==> src/rtl/fifo_controller.sv <==
// fifo_controller: Moore FSM that sequences FIFO write/read transactions and
// drives every datapath control strobe.
//
// Handshake: a requester raises wr_req/rd_req and holds it until the matching
// ack. The request is sampled only in IDLE. wr_ack marks the cycle in which
// the write buffer captures DataIn. rd_ack marks the start of a read, and
// rd_valid pulses two cycles later, when DataOut holds the new word.
// A request still high after its ack is serviced again on the next visit to
// IDLE.
module fifo_controller #(
    parameter int SETTLE_CYCLES = 1,   // 1..7
    parameter bit WRITE_FIRST   = 1'b1
) (
    input  logic       clk,
    input  logic       reset,
    input  logic       wr_req,
    input  logic       rd_req,
    input  logic       empty,
    input  logic       full,
    output logic       wr_ack,
    output logic       rd_ack,
    output logic       rd_valid,
    output logic       err_overflow,
    output logic       err_underflow,
    output logic       ClearReadBuff,
    output logic       ClearWriteBuff,
    output logic       ClearFIFO,
    output logic       ClearPoint,
    output logic       ClearStaReg,
    output logic       LoadWriteBuff,
    output logic       LoadReadBuff,
    output logic       ChipEnable,
    output logic       OutEnable,
    output logic       Write,
    output logic       sel,
    output logic       EnableP,
    output logic [3:0] fsm_state
);

    typedef enum logic [3:0] {
        INIT   = 4'd0,
        IDLE   = 4'd1,
        W_LOAD = 4'd2,
        W_MEM  = 4'd3,
        W_PTR  = 4'd4,
        R_MEM  = 4'd5,
        R_LOAD = 4'd6,
        R_PTR  = 4'd7,
        SETTLE = 4'd8
    } state_t;

    localparam logic [2:0] SETTLE_LAST = 3'(SETTLE_CYCLES - 1);

    state_t     state;
    state_t     next_state;
    logic [2:0] settle_cnt;
    logic       write_pri;   // 1: write wins a tie
    logic       wr_ok;
    logic       rd_ok;
    logic       grant_wr;
    logic       grant_rd;

    assign fsm_state = state;

    // Eligibility and tie-break; grants only mean anything in IDLE.
    assign wr_ok    = wr_req & ~full;
    assign rd_ok    = rd_req & ~empty;
    assign grant_wr = (state == IDLE) & wr_ok & (~rd_ok | write_pri);
    assign grant_rd = (state == IDLE) & rd_ok & (~wr_ok | ~write_pri);

    // State register; reset from any state lands in INIT.
    always_ff @(posedge clk) begin
        if (reset) state <= INIT;
        else       state <= next_state;
    end

    // Settle counter, tie-break priority and sticky error flags.
    always_ff @(posedge clk) begin
        if (reset) begin
            settle_cnt    <= 3'd0;
            write_pri     <= WRITE_FIRST;
            err_overflow  <= 1'b0;
            err_underflow <= 1'b0;
        end else begin
            if (state == SETTLE && settle_cnt != SETTLE_LAST)
                settle_cnt <= settle_cnt + 3'd1;
            else
                settle_cnt <= 3'd0;
            if (grant_wr | grant_rd)
                write_pri <= ~write_pri;
            if (state == IDLE && wr_req && full)
                err_overflow <= 1'b1;
            if (state == IDLE && rd_req && empty)
                err_underflow <= 1'b1;
        end
    end

    // Next-state decode.
    always_comb begin
        next_state = state;
        case (state)
            INIT:    next_state = IDLE;
            IDLE: begin
                if (grant_wr)      next_state = W_LOAD;
                else if (grant_rd) next_state = R_MEM;
                else               next_state = IDLE;
            end
            W_LOAD:  next_state = W_MEM;
            W_MEM:   next_state = W_PTR;
            W_PTR:   next_state = SETTLE;
            R_MEM:   next_state = R_LOAD;
            R_LOAD:  next_state = R_PTR;
            R_PTR:   next_state = SETTLE;
            SETTLE:  next_state = (settle_cnt == SETTLE_LAST) ? IDLE : SETTLE;
            default: next_state = INIT;
        endcase
    end

    // Strobe decode from the state register only.
    always_comb begin
        wr_ack         = 1'b0;
        rd_ack         = 1'b0;
        rd_valid       = 1'b0;
        ClearReadBuff  = 1'b0;
        ClearWriteBuff = 1'b0;
        ClearFIFO      = 1'b0;
        ClearPoint     = 1'b0;
        ClearStaReg    = 1'b0;
        LoadWriteBuff  = 1'b0;
        LoadReadBuff   = 1'b0;
        ChipEnable     = 1'b0;
        OutEnable      = 1'b0;
        Write          = 1'b0;
        sel            = 1'b0;
        EnableP        = 1'b0;
        case (state)
            INIT: begin
                ClearReadBuff  = 1'b1;
                ClearWriteBuff = 1'b1;
                ClearFIFO      = 1'b1;
                ClearPoint     = 1'b1;
                ClearStaReg    = 1'b1;
            end
            W_LOAD: begin
                LoadWriteBuff = 1'b1;
                wr_ack        = 1'b1;
            end
            W_MEM: begin
                ChipEnable = 1'b1;
                Write      = 1'b1;
                sel        = 1'b1;
            end
            W_PTR: begin
                sel     = 1'b1;
                EnableP = 1'b1;
            end
            R_MEM: begin
                ChipEnable = 1'b1;
                OutEnable  = 1'b1;
                rd_ack     = 1'b1;
            end
            R_LOAD: begin
                ChipEnable   = 1'b1;
                OutEnable    = 1'b1;
                LoadReadBuff = 1'b1;
            end
            R_PTR: begin
                EnableP  = 1'b1;
                rd_valid = 1'b1;
            end
            default: ;
        endcase
    end

endmodule

==> config.mk <==
export PLATFORM = sky130hd
export DESIGN_NAME = fifo_controller
export DESIGN_NICKNAME = d
export VERILOG_FILES = /design/src/rtl/fifo_controller.sv
export SDC_FILE = /design/constraint.sdc
export NUM_CORES = 1
export LEC_CHECK = 0
export ABC_CLOCK_PERIOD_IN_PS = 1900
export CORE_MARGIN = 3
export CORE_UTILIZATION = 43
export DETAILED_ROUTE_END_ITERATION = 6
export DONT_BUFFER_PORTS = 1
export PLACE_DENSITY = 0.68
export SETUP_SLACK_MARGIN = 0.2
export SYNTH_ARGS = -nofsm -noshare
export SYNTH_HDL_FRONTEND = slang
export SYNTH_SLANG_ARGS = --single-unit
==> constraint.sdc <==
create_clock -name clk -period 1.9 [get_ports clk]
set_clock_uncertainty 0.05 [all_clocks]
set_input_delay 0.38 -clock clk [delete_from_list [all_inputs] [get_ports clk]]
set_output_delay 0.38 -clock clk [all_outputs]
set_load 0.02 [all_outputs]
==> metrics.csv <==
stage;metric;value;unit
cells_and_area;fin area;811;µm²
cells_and_area;Fillers;129;
worst_setup_path;Crit Path Max Fanout;6;
flow_run;# Max-Cap Violations;0;
worst_setup_path;CP Cell Sequence;nand2_4, or2_1, a21oi_2, buf_4;
pwr;power density cells;745;nW/µm²
cts;Clock Path Buffers;2;
synth;Syn Std Cell Area;641;µm²
worst_setup_path;R2R Setup Slk;0.35;ns
cts;hold_buf cts;0;
grt;overflow left after global routing;0;
die;Rows;13;
grt;first-pass GRT wire length;2.26;mm
place;routability-driven placement congestion ratio;0.737;
run_status;status;finished, final reports clean;
sta;final hold violation count;0;
cts;CTS buffer count;3;
cells_and_area;final cell utilization of the core;60.1;%
pwr;Lkg Pwr;0.000345;µW
cells_and_area;Multi-input gate area;397;µm²
drt;Routed met1 length;543;µm
worst_setup_path;Max stage delay on crit path;0.42;ns
drt;# DRC;0;
die;core footprint;1350;µm²
worst_setup_path;worst r2r dst;write_pri$_SDFFE_PP1P_;
place;pre-CTS setup slack;0.267;ns
worst_setup_path;Crit path depth;4;
drt;Vias/cell;5.30;
worst_setup_path;CP Buf/Inv Count;1;
worst_setup_path;CP startpoint kind;flip-flop;
worst_setup_path;CP Capture Type;output port;
place;# port buffers;0;
synth;register bit total from synthesis;10;
synth;share of the synthesized area in the top cell type;31.3;%
worst_setup_path;Critical Path RT;1.47;ns
place;hpwl dp;1.05;mm
worst_setup_path;CP delay by family, top;flip-flops;
sta;maximum clock frequency;597;MHz
sta;final setup fails;0;
worst_setup_path;crit path launch;fsm_state[1]$_SDFF_PP0_;
synth;Synth area leader;dfxtp_1;
drt;routed wire length on met3;119;µm
cts;Clk Tree Root Cell;clkbuf_4;
cts;CTS tree;yes;
sta;PnR worst setup slack;0.224;ns
worst_setup_path;RR Startpoint;fsm_state[2]$_SDFF_PP0_;
grt;vias in the first global route;536;
cts;Skew-Pair Late Insertion Delay;0.27;ns
drt;DR top layer;met4;
drt;First-pass DRT Iterations;2;
sta;RSZ-0062 raised after global routing;yes;
sta;Final min period;1.68;ns
pwr;worst vdd ir;0.000493;V
die;Die Ht;44.6;µm
sta;Worst-Margin Slew;0.411;ns
worst_setup_path;R2R depth;5;
worst_setup_path;CP arrival;1.25;ns
place;dpl cell area;704;µm²
grt;initial antenna violation count;0;
worst_setup_path;CP endpoint;sel;
cells_and_area;# diodes;0;
cts;clock sink count;10;
drt;Avg WL per Cell;13.4;µm
drt;met2 wire length;641;µm
die;Ports;27;
synth;Area contributors post-synth;dfxtp_1, buf_4, nor2_1;
synth;syn_area_per_cell;8.54;µm²
drt;Routed WL;1.33;mm
sta;fin. max-slew vios;0;
worst_setup_path;CP max-delay cell;dfxtp_4;
cells_and_area;FF+latch area;213;µm²
sta;setup_tns;0;ns
sta;fin crit share;88.2;%
die;DIE AREA;1990;µm²
grt;largest net degree at the start of global routing;9;
cells_and_area;final cell count without fillers;99;
synth;sequential share of the synthesized area;31.3;%
synth;library cells used by synthesis;28;
cells_and_area;Total Nets Final;93;
cts;Reg clk slew, reported paths;0.07;ns
hold_path;worst min path class;in -> reg;
drt;DR iter-0 viols;4;
die;starting density of the core;47.5;%
worst_setup_path;crit path kind;reg -> out;
cells_and_area;layout cell share with drive strength beyond 1;42.9;%
drt;vias;525;
cells_and_area;area grow syn2layout;26.6;%
drt;Detail Route Antenna Nets;0;
hold_path;worst hold start;reset;
cts;H-tree depth;1;
sta;Max transition margin;72.5;%
synth;Ys Warns;0;
place;DP Cell Count;92;
synth;cells after synthesis;75;
synth;Synthesized Nets;83;
die;Die W;44.6;µm
grt;all-layer global routing usage;15.7;%
[state kept, by name, summed over array words and instances, names as in the netlist]
name / cells
fsm_state: 4
settle_cnt: 3
err_overflow: 1
err_underflow: 1
write_pri: 1
[Yosys cell counts (all sizes together)]
cell and number:
buf 9, ha 2, nor4 1, nand2b 7, o21ai 3, nor2b 3, dfxtp 10, a22oi 1
a31oi 2, inv 6, a2111oi 1, nor4b 1, or2 2, nand2 3, nor3b 1, a21oi 5
nand4b 1, nor2 11, xnor2 2, o31ai 1, xor2 1, nor3 2
[cell usage in the layout, fill, tap and decap left out, types with 2 or more instances in the layout]
| cell type | count |
|---|---|
| nor3_2 | 2 |
| buf_4 | 11 |
| nand2_1 | 2 |
| nand2b_1 | 5 |
| ha_1 | 2 |
| inv_1 | 6 |
| or2_1 | 2 |
| clkbuf_4 | 3 |
| a21oi_1 | 4 |
| dfxtp_4 | 3 |
| dfxtp_1 | 6 |
| a31oi_1 | 2 |
| nor2b_1 | 3 |
| nor2_1 | 9 |
| nor2_2 | 2 |
[per-layer routing]
metal / vias up / GRT usage (%)
met5: - / 0
met4: 0 / 9.04
met3: 3 / 4.07
met2: 21 / 25.5
met1: 241 / 18.3
li1: 260 / -
[metrics by stage]
stage	hold slack [ns]	power [µW]
4_1_cts	0.116	596
2_1_floorplan	0.367	387
3_3_place_gp	0.380	398
6_report	0.118	604
3_5_place_dp	0.392	400
5_1_grt	0.115	634
[kinds of logic (layout without fill, tap and decap cells)]
logic type | count (synthesis) | in the layout | synth area share (%)
AO/OA/AOI/OAI | 13 | 13 | 13.5
XOR/XNOR | 3 | 3 | 5.27
adder cells (fa/ha/maj) | 2 | 2 | 3.91
buffers and inverters | 15 | 24 | 15.8
flip-flops | 10 | 10 | 31.2
AND/OR/NAND/NOR | 32 | 32 | 30.3
[cell type report]
cell class	count	share of cell area, %
multi-input cells	50	48.9
flip-flops and latches	10	26.2
repair buffers	14	15.3
clock buffers	4	4.48
inverters	6	2.78
well taps	15	2.31
[worst min-delay path by stage]
stage               cells after the start                  endpoint  slack, ns
floorplan                               1  settle_cnt[0]$_SDFF_PP0_       0.37
global placement                        1  settle_cnt[0]$_SDFF_PP0_       0.38
detailed placement                      1  settle_cnt[0]$_SDFF_PP0_       0.39
CTS                                     1   fsm_state[1]$_SDFF_PP0_       0.12
global route                            1   fsm_state[1]$_SDFF_PP0_       0.12
finish                                  1   fsm_state[1]$_SDFF_PP0_       0.12
[where the power goes]
group	internal (µW)	switching (µW)	leakage, µW	total (µW)
sequential	220	24.5	0.0000839	244
clock	116	77.0	0.0000210	193
combinational	72.0	94.6	0.000240	167
total	408	196	0.000345	604
[repair_timing]
| action | CTS | global route |
|---|---|---|
| setup endpoints to repair | 12 | 6 |
| setup buffers | 2 | 1 |
| pin swaps | 0 | 2 |
| gates resized for setup | 5 | 8 |
Note: power is estimated with default switching activity, not from simulation.
